<file path="src/rtl/m_dmem_arb.sv">
// Round-robin arbiter sharing one single-port data memory between the
// processor port (0) and the loader/debug port (1); one access per cycle.
module m_dmem_arb #(
  parameter int ADDR_W = 12,
  parameter int DATA_W = 32
) (
  input  logic              w_clk,
  input  logic              w_rst_n,
  input  logic              w_hold,
  input  logic              w_req0,
  input  logic              w_req1,
  input  logic              w_we0,
  input  logic              w_we1,
  input  logic [ADDR_W-1:0] w_addr0,
  input  logic [ADDR_W-1:0] w_addr1,
  input  logic [DATA_W-1:0] w_wd0,
  input  logic [DATA_W-1:0] w_wd1,
  output logic              r_gnt0,
  output logic              r_gnt1,
  output logic              r_rv0,
  output logic              r_rv1,
  output logic [DATA_W-1:0] r_rd,
  output logic [ADDR_W-1:0] w_mem_addr,
  output logic              w_mem_we,
  output logic [DATA_W-1:0] w_mem_din,
  input  logic [DATA_W-1:0] w_mem_dout
);

  // Handshake: a requester holds req/we/addr/wd stable until the cycle its
  // r_gnt is high; at the edge closing that cycle it may drop req or present
  // the next request. While r_gnt is high the requester is ineligible, so a
  // held request is never captured twice. Read data returns one cycle after
  // the grant cycle, qualified by r_rv0/r_rv1.

  // Stage A: the access currently driving memory
  logic              a_v;
  logic              a_id;
  logic              a_we;
  logic [ADDR_W-1:0] a_addr;
  logic [DATA_W-1:0] a_wd;
  logic              r_last;

  logic e0;
  logic e1;
  logic cap;
  logic win;

  always_comb begin
    e0  = w_req0 & ~r_gnt0;
    e1  = w_req1 & ~r_gnt1;
    cap = ~w_hold & (e0 | e1);
    win = 1'b0;
    if (e0 && e1) win = ~r_last;
    else if (e1)  win = 1'b1;
  end

  always_ff @(posedge w_clk or negedge w_rst_n) begin
    if (!w_rst_n) begin
      a_v    <= 1'b0;
      a_id   <= 1'b0;
      a_we   <= 1'b0;
      a_addr <= '0;
      a_wd   <= '0;
      r_last <= 1'b1;
      r_gnt0 <= 1'b0;
      r_gnt1 <= 1'b0;
    end else begin
      a_v    <= cap;
      r_gnt0 <= cap & ~win;
      r_gnt1 <= cap & win;
      if (cap) begin
        a_id   <= win;
        a_we   <= win ? w_we1   : w_we0;
        a_addr <= win ? w_addr1 : w_addr0;
        a_wd   <= win ? w_wd1   : w_wd0;
        r_last <= win;
      end
    end
  end

  // Stage B: capture read data at the edge closing the stage-A cycle
  always_ff @(posedge w_clk or negedge w_rst_n) begin
    if (!w_rst_n) begin
      r_rv0 <= 1'b0;
      r_rv1 <= 1'b0;
      r_rd  <= '0;
    end else begin
      r_rv0 <= a_v & ~a_we & ~a_id;
      r_rv1 <= a_v & ~a_we & a_id;
      if (a_v && !a_we) r_rd <= w_mem_dout;
    end
  end

  assign w_mem_addr = a_addr;
  assign w_mem_din  = a_wd;
  assign w_mem_we   = a_v & a_we;

endmodule

</file>
<file path="config.mk">
export PLATFORM = sky130hd
export DESIGN_NAME = m_dmem_arb
export DESIGN_NICKNAME = d
export VERILOG_FILES = /design/src/rtl/m_dmem_arb.sv
export SDC_FILE = /design/constraint.sdc
export NUM_CORES = 1
export LEC_CHECK = 0
export ABC_AREA = 1
export CAP_MARGIN = 40
export CORE_UTILIZATION = 42
export DETAILED_ROUTE_END_ITERATION = 12
export PLACE_DENSITY = 0.86
export SYNTH_ARGS = -nofsm -noshare
export SYNTH_HDL_FRONTEND = slang
export SYNTH_SLANG_ARGS = --single-unit
export TNS_END_PERCENT = 50
</file>
<file path="constraint.sdc">
create_clock -name w_clk -period 3.1 [get_ports w_clk]
set_input_delay 0.465 -clock w_clk [delete_from_list [all_inputs] [get_ports w_clk]]
set_output_delay 0.465 -clock w_clk [all_outputs]
set_load 0.02 [all_outputs]
</file>
[Yosys cells after proc, flatten, opt, wreduce, memory -nomap -nowiden]
Cells that the tools add are included.
Storage, ports and cells
  register bits after elaboration: 84
  bits of input ports: 127
  output and inout bits: 81
  word-level logic and storage cells: 36
Cells by class
  multiplexer cells: 5
  bitwise operators: 17
  reduce and logical (&&, ||, !) cells: 3
Operators by type and width (number)
  two-way mux 32 bit: 1
  two-way mux 12 bit: 1
  AND 1 bit: 9
  NOT 1 bit: 7
  two-way mux 1 bit: 3
  logical AND 1 bit: 2
  logical NOT 1 bit: 1
  bitwise OR 1 bit: 1

[Longest topological paths before layout]
Gate-level depths: netlist of the first run.
  depth in word-level cells: 6
  gate-level depth with buffers: 9
  gate-level depth less buffers: 7

[Worst setup path after synthesis of the first run]
OpenSTA, ideal clock, no wires.
  path type: register to register
  from: reg r_gnt0
  to: reg a_wd[9], in the netlist w_mem_din[9]
  library setup time: 0.117 ns
  data arrival time: 1.215 ns
  data required time: 2.983 ns
  setup slack: 1.768 ns
  cell stages (with the launch flop): 9
  buffers on the path: 2
  path through: dfrtp_1 > inv_1 > nand2_1 > a21oi_2 > inv_2 > buf_4 > buf_2 > nand2_1 > nand2_1
On the way
  cells in the longest elaborated chain, start to end: 5
  elaborated cells on any way between the ends: 7
Ends and longest elaborated chain
  start: declaration: line 18  | output logic r_gnt0,
  start signal: assignment: line 69  | r_gnt0 <= cap & ~win;
  NOT 1 bit *: line 49  | e0 = w_req0 & ~r_gnt0;
  AND 1 bit *: line 49
  logical AND 1 bit: line 53  | if (e0 && e1) win = ~r_last;
  two-way mux 1 bit: line 53
  two-way mux 32 bit: line 75  | a_wd <= win ? w_wd1 : w_wd0;
  end signal: assignment: line 75
  end: declaration: line 40  | logic [DATA_W-1:0] a_wd;
Every way passes the cells marked *; elsewhere a longest branch is shown, timed or not.
A chain may end at the register's enable or synchronous reset.

[Worst setup path after layout of the first run]
  from: in w_req0
  to: reg a_wd[22], in the netlist w_mem_din[22]
On the way
  cells in the longest elaborated chain, start to end: 4
  elaborated cells on any way between the ends: 6
Ends and longest elaborated chain
  start: declaration: line 10  | input logic w_req0,
  AND 1 bit *: line 49
  logical AND 1 bit: line 53
  two-way mux 1 bit: line 53
  two-way mux 32 bit: line 75
Marks and branches as above.

==> impl_metrics.tcl, run 1 <==
set metrics [dict create \
    cts.sink_count 84 \
    sequential_element_share_of_the_synthesized_area 0.552 \
    top_level_ports 208 \
    horizontal_extent_of_the_die_um 97.2 \
    power.share.clock 0.194 \
    detail_route.first_pass.iterations 4 \
    hold_path_class "flop to flop" \
    grtUsageMet3 0.0504 \
    worst-path-max-fanout 26 \
    syn-cell-area_um2 3810 \
    drc_marker_count_from_the_first_detailed_route_iteration 101 \
    synth_ff_type "sky130_fd_sc_hd__dfrtp_1" \
    critical_path.most_common_cell "sky130_fd_sc_hd__nand2_1" \
    die-height_um 97.2 \
    worstSetupEndpointType "flop" \
    clkSlewWorstSetupHoldPaths_ns 0.09 \
    worst_setup_path_start_kind "input port" \
    int_pwr_w 0.00237 \
    detailedPlacementHpwl_mm 7.70 \
    final.period_utilization 0.651 \
    mean_area_per_synthesized_cell_um2 8.73 \
    final_max_slew_viol_count 0 \
    use_met1 0.261 \
    die_area_um2 9450 \
    core_um2 8760 \
    path_cells "clkdlybuf4s50_1, nand3_2, nand2_1, buf_4, nand2_1, nand2_1, nand2_1, nand2_1" \
    grt_pass1_vias 3641 \
    synth.lib_cells_used.distinct 16 \
    drive_gt1_frac 0.0953 \
    run_status "finished clean" \
    area.growth.synth_to_final_pct 60.4 \
    detail-route-antenna-nets 0 \
    floorplan.rows 34 \
    layout_common_cells "232 x sky130_fd_sc_hd__nand2_1, 206 x sky130_fd_sc_hd__clkdlybuf4s50_1, 83 x sky130_fd_sc_hd__dfrtp_1" \
    final_common_cell "sky130_fd_sc_hd__nand2_1" \
    setup_viol 0 \
    setup_total_negative_slack_ns 0 \
    antenna_found_initial 0 \
    post_drt_wl_per_cell_um 14.3 \
    grt.overflow.total 0 \
    n_fill_cell 699 \
    grt_util_all_layers 0.230 \
    synth_seq_cells 84 \
    ctsRootBufferMaster "sky130_fd_sc_hd__clkbuf_8" \
    max_clock_freq_mhz 496 \
    timing_worst_setup_path_type "input port to flop" \
    ys_async_sr_fraction 1.00 \
    initial_core_util 0.434 \
    cts.repair_timing.setup_buffer_count 0 \
    worst_slew_pin_slew_ns 0.781 \
    via_count 3644 \
    power.ir.vdd_worst_v 0.000321 \
    clock-skew-final_ns 0.0131 \
    tritoncts_clock_tree "yes" \
    maxCapViolations 0 \
    synth_fp_nets 563 \
    grt_util_met2 0.421 \
    cts_buffers 9 \
    first_pass_grt_wire_length_mm 17.4 \
    finalCriticalPeriod_ns 2.02 \
    vias_per_cell 4.87 \
    power_density_over_the_cells_nw_per_um2 589 \
    drc_errors 0 \
    final_nets 762 \
    globalRoute.busiestLayer "met2" \
    yosys_warnings 0 \
    dpl.cell_count 731 \
    seqPwrFrac 0.408 \
    critical_path.max_stage_delay_ns 0.53 \
    postRouteWirelength_mm 10.7 \
    routabilityCongestion 0.782 \
    finalHoldViolations 0 \
    power.net_switching_w 0.00123 \
    unrepaired_setup_endpoints_after_global_routing "no" \
    edff_count_synth 0 \
    critPathArrivalTime_ns 2.30 \
    grt_start_max_net_pins 68 \
    numPortBuffers 207 \
    slowest_stage "sky130_fd_sc_hd__nand2_1" \
    clockBufferDepth 2 \
    antenna-diode-count 0 \
    insertion_delay_ns 0.34 \
    final_cells 748 \
    cp_data_required_time_ns 3.39 \
    power.combinational.fraction 0.398 \
    p_leak_nw 2.93 \
    netSwitchingFraction 0.341 \
    postSynthCellCount 436 \
    clock_tree.htree_level_count 3 \
    maxSlewHeadroom 0.479 \
]
[Yosys cell counts, types with 3 or more instances]
cell type                  number  area share
sky130_fd_sc_hd__clkbuf_1       5      0.0049
sky130_fd_sc_hd__nand3_1       45       0.059
sky130_fd_sc_hd__mux2_2        32       0.095
sky130_fd_sc_hd__buf_2         11       0.014
sky130_fd_sc_hd__inv_1          6      0.0059
sky130_fd_sc_hd__buf_4          6       0.012
sky130_fd_sc_hd__nor2_1         4      0.0039
sky130_fd_sc_hd__dfrtp_1       83        0.55
sky130_fd_sc_hd__buf_6          4       0.012
sky130_fd_sc_hd__nand2_1      232        0.23
sky130_fd_sc_hd__inv_2          3      0.0030
[per-layer routing]
metal,part of all wire,up-vias
li1,-,1760
met1,0.39,1699
met2,0.52,164
met3,0.072,21
met4,0.023,0
met5,0,-
[state kept, by name, summed over array words and instances, names as in the netlist]
signal      flops
a_we            1
r_gnt0          1
a_v             1
a_id            1
r_rv0           1
w_mem_din      32
w_mem_addr     12
r_last          1
r_rv1           1
r_rd           32
r_gnt1          1
[kinds of logic (layout without fill, tap and decap cells)]
logic type | count (synthesis) | in the layout | synth area share
DFF | 84 | 84 | 0.552
and+or+nand+nor | 283 | 283 | 0.297
buffers and inverters | 35 | 239 | 0.0519
muxes | 32 | 32 | 0.0946
AOI/OAI and AO/OA | 2 | 2 | 0.00361
[power groups by stage]
stage | clock [W] | sequential (W) | combinational [W]
2_1_floorplan | 0 | 0.00177 | 0.000392
3_3_place_gp | 0 | 0.00148 | 0.00141
3_5_place_dp | 0 | 0.00149 | 0.00144
4_1_cts | 0.000720 | 0.00147 | 0.00144
5_1_grt | 0.000770 | 0.00150 | 0.00153
6_report | 0.000698 | 0.00147 | 0.00143
[repair_timing]
action / CTS / global route
resized for setup: 0 / 0
hold endpoints to repair: 17 / 0
hold buffers: 1 / 0
[worst paths after layout]
| path | from | end | slack [ns] | cells past startpoint |
|---|---|---|---|---|
| worst max register to register | r_last$_DFFE_PN1P_ | w_mem_din[22]$_DFFE_PN0P_ | 1.17 | 7 |
| min in group asynchronous | w_rst_n | w_mem_din[26]$_DFFE_PN0P_ | 0.53 | 2 |
| worst min register to register | a_id$_DFFE_PN0P_ | r_rv0$_DFF_PN0_ | 0.44 | 1 |
| worst max-delay path | w_req0 | w_mem_din[22]$_DFFE_PN0P_ | 1.08 | 8 |
| max in group asynchronous | w_rst_n | r_last$_DFFE_PN1P_ | 1.93 | 3 |
| worst min-delay path | a_id$_DFFE_PN0P_ | r_rv0$_DFF_PN0_ | 0.44 | 1 |
[area by class of cell]
class | count | area [µm²] | area share
repair buffers | 214 | 2140 | 0.351
flip-flops and latches | 84 | 2100 | 0.344
multi-input cells | 317 | 1510 | 0.248
well taps | 108 | 135 | 0.0221
clock buffers | 10 | 128 | 0.0209
clock inverters | 6 | 48.8 | 0.00799
inverters | 9 | 33.8 | 0.00553
[through the flow]
| stage | total power (W) | area, µm² | setup slack (ns) | hold slack (ns) | utilization |
|---|---|---|---|---|---|
| final | 0.00360 | 6110 | 1.08 | 0.437 | 0.697 |
| after global routing | 0.00380 | 6110 | 0.938 | 0.481 | 0.697 |
| after CTS | 0.00364 | 6110 | 1.09 | 0.442 | 0.697 |
| after detailed placement | 0.00293 | 5920 | 0.730 | 0.359 | 0.676 |
| after global placement | 0.00288 | 5890 | 0.803 | 0.412 | 0.672 |
| after floorplan | 0.00217 | 3810 | 1.77 | 0.169 | - |
[worst max-delay path: cells and delay by family]
| kind | cells | cell delay (ns) |
|---|---|---|
| buffers and inverters | 2 | 0.90 |
| and+or+nand+nor | 6 | 0.92 |
Power figures use the tool's default switching activity.
==> inputs of run 2 (changes only) <==
CORE_UTILIZATION = 39   (was 42)
PLACE_DENSITY = 0.81   (was 0.86)
clock period = 2.01 ns   (was 3.1 ns; I/O delays follow)
==> impl_metrics.tcl, run 2 (same netlist as run 1, synthesis figures left out) <==
set metrics [dict create \
    detail_route.first_pass.iterations 5 \
    dpl.cell_count 755 \
    core_um2 9330 \
    detailedPlacementHpwl_mm 8.01 \
    tritoncts_clock_tree "yes" \
    postLayoutCoreUtil 0.663 \
    cts.repair_timing.setup_buffer_count 0 \
    hold_path_class "input port to async pin" \
    insertion_delay_ns 0.35 \
    postCtsResizedCells 0 \
    clkSlewWorstSetupHoldPaths_ns 0.09 \
    detail-route-antenna-nets 0 \
    final_nets 765 \
    area.growth.synth_to_final_pct 62.4 \
    floorplan.rows 35 \
    p_total_w 0.00569 \
    routabilityCongestion 0.833 \
    n_fill_cell 788 \
    ctsHoldBuffers 1 \
    seq_area_um2 2100 \
    finalCriticalPeriod_ns 1.75 \
    post_drt_wl_per_cell_um 13.8 \
    final_common_cell "sky130_fd_sc_hd__nand2_1" \
    unrepaired_setup_endpoints_after_global_routing "no" \
    final.period_utilization 0.871 \
    critPathArrivalTime_ns 1.45 \
    max_clock_freq_mhz 572 \
    worst-path-max-fanout 3 \
    power_density_over_the_cells_nw_per_um2 921 \
    worst_slew_pin_slew_ns 0.745 \
    antenna_found_initial 0 \
    numPortBuffers 207 \
    layout_common_cells "232 x sky130_fd_sc_hd__nand2_1, 206 x sky130_fd_sc_hd__clkdlybuf4s50_1, 83 x sky130_fd_sc_hd__dfrtp_1" \
    antenna-diode-count 0 \
    setup_total_negative_slack_ns 0 \
    initial_core_util 0.408 \
    top_level_ports 208 \
    multi_input_area_um2 1510 \
    finalHoldViolations 0 \
    horizontal_extent_of_the_die_um 101 \
    path_cells "clkdlybuf4s50_1" \
    drc_errors 0 \
    final_cells 772 \
    drive_gt1_frac 0.0995 \
    maxCapViolations 0 \
    die_area_um2 10200 \
    first_pass_grt_wire_length_mm 17.0 \
    timing_worst_setup_path_type "flop to primary output" \
    run_status "finished clean" \
    worst_setup_path_start_kind "flop" \
    setup_viol 0 \
    postRouteWirelength_mm 10.6 \
    cts.sink_count 84 \
    cp_data_required_time_ns 1.71 \
    via_count 3612 \
    final_max_slew_viol_count 0 \
    clockBufferDepth 2 \
    maxSlewHeadroom 0.502 \
    grt.overflow.total 0 \
    grt_util_all_layers 0.215 \
    grt_pass1_vias 3717 \
    cts_buffers 9 \
    worstSetupEndpointType "primary output" \
    clock-skew-final_ns 0.0180 \
    drc_marker_count_from_the_first_detailed_route_iteration 104 \
    slowest_stage "sky130_fd_sc_hd__clkdlybuf4s50_1" \
    die-height_um 101 \
    power.ir.vdd_worst_v 0.000559 \
    clock_tree.htree_level_count 3 \
    grt_start_max_net_pins 48 \
    crit_buf_inv 1 \
    vias_per_cell 4.68 \
    critical_path.max_stage_delay_ns 0.66 \
    ctsRootBufferMaster "sky130_fd_sc_hd__clkbuf_8" \
    cpLargestDelayFamily "buffers and inverters" \
    p_leak_nw 2.96 \
]
[run 2: routing by layer]
layer | vias up | wire (µm) | GRT usage
li1 | 1769 | - | -
met1 | 1690 | 4220 | 0.241
met2 | 137 | 5380 | 0.391
met3 | 16 | 836 | 0.0617
met4 | 0 | 195 | 0.0736
met5 | - | 0 | 0
[run 2: final timing paths]
| check | to | slack [ns] | startpoint | cells after the start |
|---|---|---|---|---|
| min in group w_clk | r_rv0$_DFF_PN0_ | 0.46 | a_id$_DFFE_PN0P_ | 1 |
| worst max-delay path | r_gnt1 | 0.26 | r_gnt1$_DFF_PN0_ | 1 |
| worst min-delay path | w_mem_din[28]$_DFFE_PN0P_ | 0.45 | w_rst_n | 2 |
| max in group asynchronous | w_mem_addr[9]$_DFFE_PN0P_ | 0.97 | w_rst_n | 3 |
| worst min register to register | r_rv0$_DFF_PN0_ | 0.46 | a_id$_DFFE_PN0P_ | 1 |
| worst max register to register | w_mem_din[11]$_DFFE_PN0P_ | 0.44 | r_gnt1$_DFF_PN0_ | 6 |
[run 2: area by class of cell]
cell class | instances | area share
Clock buffer | 10 | 0.0206
Clock inverter | 6 | 0.0115
Inverter | 9 | 0.00546
Multi-Input combinational cell | 317 | 0.245
Sequential cell | 84 | 0.340
Tap cell | 129 | 0.0261
Timing Repair Buffer | 217 | 0.351
[run 2: power breakdown]
group	switching, W	internal, W
Clock	0.000623	0.000586
Combinational	0.00108	0.00114
Sequential	0.000202	0.00206
[run 2: metrics by stage]
stage	hold slack (ns)	worst slack [ns]	area, µm²
floorplan	0.00591	0.678	3810
global placement	0.283	0.245	5970
detailed placement	0.299	0.130	5970
CTS	0.463	0.236	6180
global route	0.476	0.150	6180
finish	0.446	0.260	6180
==> inputs of run 3 (changes only) <==
CORE_UTILIZATION = 40   (was 39)
CTS_BUF_LIST = sky130_fd_sc_hd__clkbuf_4   (was default)
PLACE_DENSITY = 0.82   (was 0.81)
==> impl_metrics.tcl, run 3 (same netlist as run 1, synthesis figures left out) <==
set metrics [dict create \
    worst-path-max-fanout 3 \
    layout_common_cells "232 x sky130_fd_sc_hd__nand2_1, 206 x sky130_fd_sc_hd__clkdlybuf4s50_1, 83 x sky130_fd_sc_hd__dfrtp_1" \
    numPortBuffers 207 \
    tritoncts_clock_tree "yes" \
    clockBufferDepth 2 \
    worst_setup_path_start_kind "flop" \
    worst_slew_pin_slew_ns 0.759 \
    first_pass_grt_wire_length_mm 17.3 \
    final_nets 766 \
    worstSetupEndpointType "primary output" \
    max_clock_freq_mhz 551 \
    drive_gt1_frac 0.101 \
    vias_per_cell 4.72 \
    detail-route-antenna-nets 0 \
    run_status "finished clean" \
    initial_core_util 0.412 \
    routed.top_layer "met4" \
    detailedPlacementHpwl_mm 8.09 \
    cp_data_required_time_ns 1.71 \
    finalCriticalPeriod_ns 1.81 \
    die_area_um2 9910 \
    postCtsResizedCells 0 \
    finalHoldViolations 0 \
    clock-skew-final_ns 0.0158 \
    drc_errors 0 \
    grt.overflow.total 0 \
    final_common_cell "sky130_fd_sc_hd__nand2_1" \
    clkSlewWorstSetupHoldPaths_ns 0.13 \
    cts.sink_count 84 \
    final_cells 772 \
    routabilityCongestion 0.803 \
    routed-wl-met3_um 645 \
    final_max_slew_viol_count 0 \
    hold_path_class "input port to async pin" \
    critPathArrivalTime_ns 1.51 \
    drc_marker_count_from_the_first_detailed_route_iteration 101 \
    timing_worst_setup_path_type "flop to primary output" \
    horizontal_extent_of_the_die_um 99.6 \
    floorplan.rows 35 \
    detail_route.first_pass.iterations 4 \
    maxSlewHeadroom 0.493 \
    postRouteWirelength_mm 10.7 \
    unrepaired_setup_endpoints_after_global_routing "no" \
    wl_met1_mm 4.33 \
    ctsRootBufferMaster "sky130_fd_sc_hd__clkbuf_4" \
    dpl.cell_count 756 \
    grt_start_max_net_pins 58 \
    die-height_um 99.6 \
    via_count 3646 \
    power.ir.vdd_worst_v 0.000401 \
    grt_pass1_vias 3738 \
    insertion_delay_ns 0.41 \
    detailroute.wirelength.met2_mm 5.50 \
    p_leak_nw 2.94 \
    final.period_utilization 0.902 \
    antenna-diode-count 0 \
    post_drt_wl_per_cell_um 13.8 \
    clock_tree.htree_level_count 3 \
    area.growth.synth_to_final_pct 61.2 \
    core_um2 9240 \
    top_level_ports 208 \
    grt_util_all_layers 0.221 \
    antenna_found_initial 0 \
    power_density_over_the_cells_nw_per_um2 904 \
    setup_total_negative_slack_ns 0 \
    cts_buffers 9 \
    setup_viol 0 \
    maxCapViolations 0 \
]
-- run 3: what timing repair did --
item,CTS,global route
buffers inserted,0,0
hold buffers,1,0
hold endpoints to repair,26,0
-- run 3: worst paths after layout --
path	startpoint	slack (ns)	cells past startpoint	to
worst max-delay path	a_we$_DFFE_PN0P_	0.20	3	w_mem_we
worst min-delay path	w_rst_n	0.35	2	w_mem_din[28]$_DFFE_PN0P_
worst max register to register	r_gnt1$_DFF_PN0_	0.46	6	w_mem_din[30]$_DFFE_PN0P_
worst min register to register	a_id$_DFFE_PN0P_	0.44	1	r_rv0$_DFF_PN0_
max in group asynchronous	w_rst_n	1.04	3	w_mem_addr[6]$_DFFE_PN0P_
min in group w_clk	a_id$_DFFE_PN0P_	0.44	1	r_rv0$_DFF_PN0_
-- run 3: cell type report --
type	instances	area [µm²]
clock buffer	9	67.6
clock inverter	6	90.1
fill	762	3100
inverter	9	33.8
multi-input combinational	317	1510
sequential	84	2100
tap	129	161
timing repair buffer	218	2170
-- run 3: metrics by stage --
stage               total power, W   util  setup WS (ns)  hold slack [ns]  area (µm²)
floorplan                  0.00334      -          0.678          0.00591        3810
global placement           0.00447  0.646          0.246            0.240        5970
detailed placement         0.00453  0.646          0.144            0.249        5970
CTS                        0.00561  0.664          0.144            0.333        6140
global route               0.00586  0.664         0.0731            0.342        6140
finish                     0.00555  0.664          0.196            0.346        6140
-- run 3: metal layers --
metal  GRT usage  up-vias
met3      0.0429       16
met2       0.392      142
met4      0.0803        0
li1            -     1771
met5           0        -
met1       0.267     1717
-- run 3: critical path: stages (launching register included) --
cell and delay [ns]:
sky130_fd_sc_hd__dfrtp_1 0.39, sky130_fd_sc_hd__nand2_1 0.06, sky130_fd_sc_hd__inv_1 0.05, sky130_fd_sc_hd__clkdlybuf4s50_1 0.61
-- run 3: power by group --
part	switching [W]	internal (W)	total [W]	leakage, nW
Combinational	0.00108	0.00114	0.00222	1.84
Sequential	0.000198	0.00206	0.00226	1.02
Clock	0.000574	0.000500	0.00107	0.0820
